`src/rtl/fetch_stage_pkg.sv`:
```
// fetch_stage_pkg: FSM state type and PC/bubble constants shared by the fetch stage
package fetch_stage_pkg;
    typedef enum logic {BOOT, RUN} state_t;
    localparam logic [31:0] DEF_RESET_PC  = 32'h0000_0000;
    localparam logic [31:0] DEF_NOP_INSTR = 32'h0000_0000;
    localparam logic [31:0] PC_INC        = 32'd4;
endpackage

```
`src/rtl/fetch_stage_pc_reg.sv`:
```
// fetch_stage_pc_reg: program counter with load, hold and sequential increment
module fetch_stage_pc_reg import fetch_stage_pkg::*; #(
    parameter logic [31:0] RESET_PC = DEF_RESET_PC
) (
    input  logic        i_clk,
    input  logic        i_rst_n,
    input  logic        i_load,
    input  logic        i_hold,
    input  logic [31:0] i_load_pc,
    output logic [31:0] o_pc
);
    logic [31:0] r_pc;
    always_ff @(posedge i_clk)
        r_pc <= !i_rst_n ? RESET_PC : i_load ? i_load_pc : i_hold ? r_pc : r_pc + PC_INC;
    assign o_pc = r_pc;
endmodule

```
`src/rtl/fetch_stage.sv`:
```
// fetch_stage: PC sequencing with redirect/stall priority and the IF/ID register
module fetch_stage import fetch_stage_pkg::*; #(
    parameter logic [31:0] RESET_PC  = DEF_RESET_PC,
    parameter logic [31:0] NOP_INSTR = DEF_NOP_INSTR
) (
    input  logic        i_clk,
    input  logic        i_rst_n,
    input  logic        i_stall,
    input  logic        i_redirect,
    input  logic [31:0] i_redirect_pc,
    input  logic [31:0] i_imem_data,
    output logic [31:0] o_imem_addr,
    output logic [31:0] o_instr_out,
    output logic [31:0] o_pc_out,
    output logic [31:0] o_pc_plus4_out,
    output logic        o_valid_out,
    output logic        o_misalign_out
);
    state_t      r_state;
    logic [31:0] r_instr, r_pc_out, r_pc4;
    logic        r_valid, r_mis;
    logic [31:0] w_pc;
    logic        w_run, w_redir;
    assign w_run   = r_state == RUN;
    assign w_redir = w_run && i_redirect;
    fetch_stage_pc_reg #(.RESET_PC(RESET_PC)) u_pc (
        .i_clk     (i_clk),
        .i_rst_n   (i_rst_n),
        .i_load    (w_redir),
        .i_hold    (!w_run || i_stall),
        .i_load_pc ({i_redirect_pc[31:2], 2'b00}),
        .o_pc      (w_pc)
    );
    // BOOT and redirect both insert a bubble; a plain stall freezes the whole entry
    always_ff @(posedge i_clk) begin
        if (!i_rst_n) begin
            r_state  <= BOOT;
            r_instr  <= NOP_INSTR;
            r_pc_out <= '0;
            r_pc4    <= '0;
            r_valid  <= 1'b0;
            r_mis    <= 1'b0;
        end else if (!w_run || i_redirect) begin
            r_state  <= RUN;
            r_instr  <= NOP_INSTR;
            r_pc_out <= '0;
            r_pc4    <= '0;
            r_valid  <= 1'b0;
            r_mis    <= r_mis || (w_run && |i_redirect_pc[1:0]);
        end else if (!i_stall) begin
            r_instr  <= i_imem_data;
            r_pc_out <= w_pc;
            r_pc4    <= w_pc + PC_INC;
            r_valid  <= 1'b1;
        end
    end
    assign o_imem_addr    = w_pc;
    assign o_instr_out    = r_instr;
    assign o_pc_out       = r_pc_out;
    assign o_pc_plus4_out = r_pc4;
    assign o_valid_out    = r_valid;
    assign o_misalign_out = r_mis;
endmodule

```
`config.mk`:
```
export PLATFORM = sky130hd
export DESIGN_NAME = fetch_stage
export DESIGN_NICKNAME = d
export VERILOG_FILES = /design/src/rtl/fetch_stage_pkg.sv /design/src/rtl/fetch_stage_pc_reg.sv /design/src/rtl/fetch_stage.sv
export SDC_FILE = /design/constraint.sdc
export NUM_CORES = 1
export LEC_CHECK = 0
export BUFFER_PORTS_ARGS = -buffer_cell sky130_fd_sc_hd__clkbuf_2
export CAP_MARGIN = 25
export CORE_MARGIN = 3
export CORE_UTILIZATION = 42
export CTS_BUF_LIST = sky130_fd_sc_hd__clkbuf_4 sky130_fd_sc_hd__clkbuf_8
export DETAILED_ROUTE_END_ITERATION = 6
export PLACE_DENSITY = 0.79
export SETUP_SLACK_MARGIN = 0.1
export SLEW_MARGIN = 20
export SYNTH_ARGS = -nofsm -noshare
export SYNTH_HDL_FRONTEND = slang
export SYNTH_SLANG_ARGS = --single-unit
```
`constraint.sdc`:
```
create_clock -name i_clk -period 1.8 [get_ports i_clk]
set_input_delay 0.18 -clock i_clk [delete_from_list [all_inputs] [get_ports i_clk]]
set_output_delay 0.18 -clock i_clk [all_outputs]
set_load 0.03 [all_outputs]
```
==> results.ini <==
[global_routing]
grt_max_degree = 56
grt.total_usage = 0.244
grt_pass1_vias = 5470
antenna_found_initial = 0
grt_pass1_wl_um = 28200
grt_overflow = 0

[route]
wl_per_cell_um = 16.8
highest_layer = met4
drt_iter0_markers = 473
via_count = 5665
wl_met1_um = 7470
viasPerCell = 5.28
ant_nets = 0
wirelength_um = 18000
met3WireLength_um = 1660
wl_met2_um = 8610
drc = 0
dr.pass1.iters = 5

[power_and_ir_drop]
p_leak_uw = 0.00360
clockPowerShare = 0.387
switching_share = 0.271
power_frac_comb = 0.160
p_int_uw = 4720
peakVddDrop_mv = 0.540
p_seq_frac = 0.453
p_per_area_nw_per_um2 = 820
switchingPower_uw = 1760

[floorplanning]
dieArea_um2 = 14700
die-width_um = 121
core_um2 = 12800
io_pins = 198
die_y_um = 121
initial_core_util = 0.435
rows = 41

[timing]
relSlewSlack = 0.617
fmax_mhz = 585
slew_violations = 0
post-route-period-util = 0.949
worst_pin_slew_ns = 0.573
hold_ws_ns = 0.0485
skew_ns = 0.0121
timing.final.crit_period_ns = 1.71
rsz0062_at_grt = yes
finalSetupViolCount = 0
hold_viol_final = 0

[clocking]
clk_path_buf_depth = 2
h-tree-depth = 4
root_buffer = clkbuf_8
clk_pin_slew_ns = 0.07
cts_made_buffers = 17
clock-sinks = 125
cts_tree = done
worstSkewPairLatency_ns = 0.44

[logic_synthesis]
ys_seq_elements = 125
yosys_warnings = 0
synth.top_cell.area_share = 0.449
synth-seq-area-share = 0.449
synth-edff-count = 0
synth_top_flop_cell = dfxtp_1
synth_area_leaders = dfxtp_1, mux2i_1, nor2_1
yosys.area.top_type = dfxtp_1
synth_cells = 637
syn_area_um2 = 5580
async_flop_share = 0
syn_avg_cell_area_um2 = 8.76
yosysUniqueCellTypes = 51

[critical_path]
cp_data_arrival_time_ns = 2.08
start_kind = flop
required_ns = 2.17
worstSetupPathType = reg2reg
worstPathMaxFanout = 3
max_stage_delay_ns = 0.52
crit_chain = and4_4, nand4_2, or4_4, or3_1, o211ai_2
end_kind = flop
crit_slowest_cell = or4_4

[final_layout]
antenna_cells = 0
layout_commonest_cell = clkbuf_2
multi_input_area_um2 = 2880
seq_area_um2 = 2570
utilization = 0.616
syn_to_final_growth_pct = 41.5
drive_gt1_frac = 0.370
layout_common_cells = clkbuf_2, dfxtp_1, nor2_1, mux2i_1, buf_4
fill_cells = 1075
finalNetCount = 957

[placement]
dp_hpwl_um = 12400
io_buffers = 191
gp_congestion = 0.934

[hold_path]
hp-class = in2reg

[flow_run]
cap_violations = 0

[status]
status = finished clean

[flip-flops by register name, indices dropped and copies added, names as in the netlist]
register,cells
u_pc.o_pc,30
o_valid_out,1
o_pc_out,30
o_pc_plus4_out,30
o_instr_out,32
o_misalign_out,1
r_state,1
[critical path: cells and delay by family, from the launching register on]
family	cells	cell delay, ns
compound gates	1	0.06
simple gates	4	1.22
flops	1	0.36
[path summary, 6_finish.rpt]
path	start	end	slack [ns]	cells after the start
worst min-delay path	i_redirect_pc[25]	u_pc.o_pc[25]	0.05	3
worst min register to register	o_misalign_out	o_misalign_out	0.45	2
worst max-delay path	u_pc.o_pc[5]	u_pc.o_pc[29]	0.09	5
worst max register to register	u_pc.o_pc[5]	u_pc.o_pc[29]	0.09	5
[power groups by stage]
stage	Sequential (µW)	Combinational, µW	Clock, µW
4_1_cts	2940	987	2560
6_report	2930	1040	2510
5_1_grt	2940	1110	2680
3_5_place_dp	3000	922	0
3_3_place_gp	3000	913	0
2_1_floorplan	3150	457	0
[cells by family (layout without fill, tap and decap cells)]
kind of cell,after synthesis,after routing,share of synthesized area
other cells,1,6,0.000672
mux,63,63,0.113
compound gates,131,131,0.148
fa+ha+maj,1,1,0.00224
buf+inv,67,325,0.0547
xor+xnor,26,26,0.0408
flops,125,125,0.449
simple gates,223,223,0.192
[routing by layer]
| metal | global-route usage | vias up |
|---|---|---|
| li1 | - | 2748 |
| met1 | 0.298 | 2634 |
| met2 | 0.400 | 257 |
| met3 | 0.0839 | 26 |
| met4 | 0.0896 | 0 |
| met5 | 0 | - |
[synth_stat cells (2+ instances only)]
library cell	n
dfxtp_1	125
nor2_1	87
mux2i_1	62
nand2_1	48
a21oi_1	41
clkbuf_1	35
o21ai_0	32
nand3_1	26
xor2_1	20
buf_2	16
and4_1	13
a22oi_1	12
buf_4	9
nor3_1	9
nand4_1	8
and2_1	7
and3_1	7
o31a_1	6
or3_1	6
xnor2_1	6
a211oi_1	5
o211ai_1	5
a22o_1	4
a31oi_1	4
nor2b_1	4
o31ai_1	4
buf_1	3
o211a_1	3
o311ai_0	3
inv_1	2
nand4_2	2
o21a_1	2
o22ai_1	2
or4_1	2
[stage by stage]
step / worst slack [ns] / instance area (µm²) / total power [µW] / TNS [ns] / std cells
after floorplan: -0.0365 / 5770 / 3600 / -0.0658 / 642
after global placement: 0.0952 / 7020 / 3910 / 0 / 996
after detailed placement: 0.0529 / 7020 / 3920 / 0 / 996
after CTS: 0.0754 / 7790 / 6490 / 0 / 1063
after global routing: 0.0451 / 7890 / 6730 / 0 / 1072
final: 0.0914 / 7890 / 6470 / 0 / 1072
[repair_timing]
item,in CTS,in global routing
buffers inserted,0,9
endpoints found under the hold margin,36,0
hold buffers,36,0
endpoints found under the setup margin,9,17
resized for setup,5,14
pin swaps,0,4
[area by class of cell]
class	count	area share
clock buffer	25	0.0412
tap	172	0.0273
timing repair buffer	290	0.229
clock inverter	6	0.0103
multi-input combinational	450	0.365
inverter	4	0.00190
sequential	125	0.326
(Power assumes the default switching activity.)
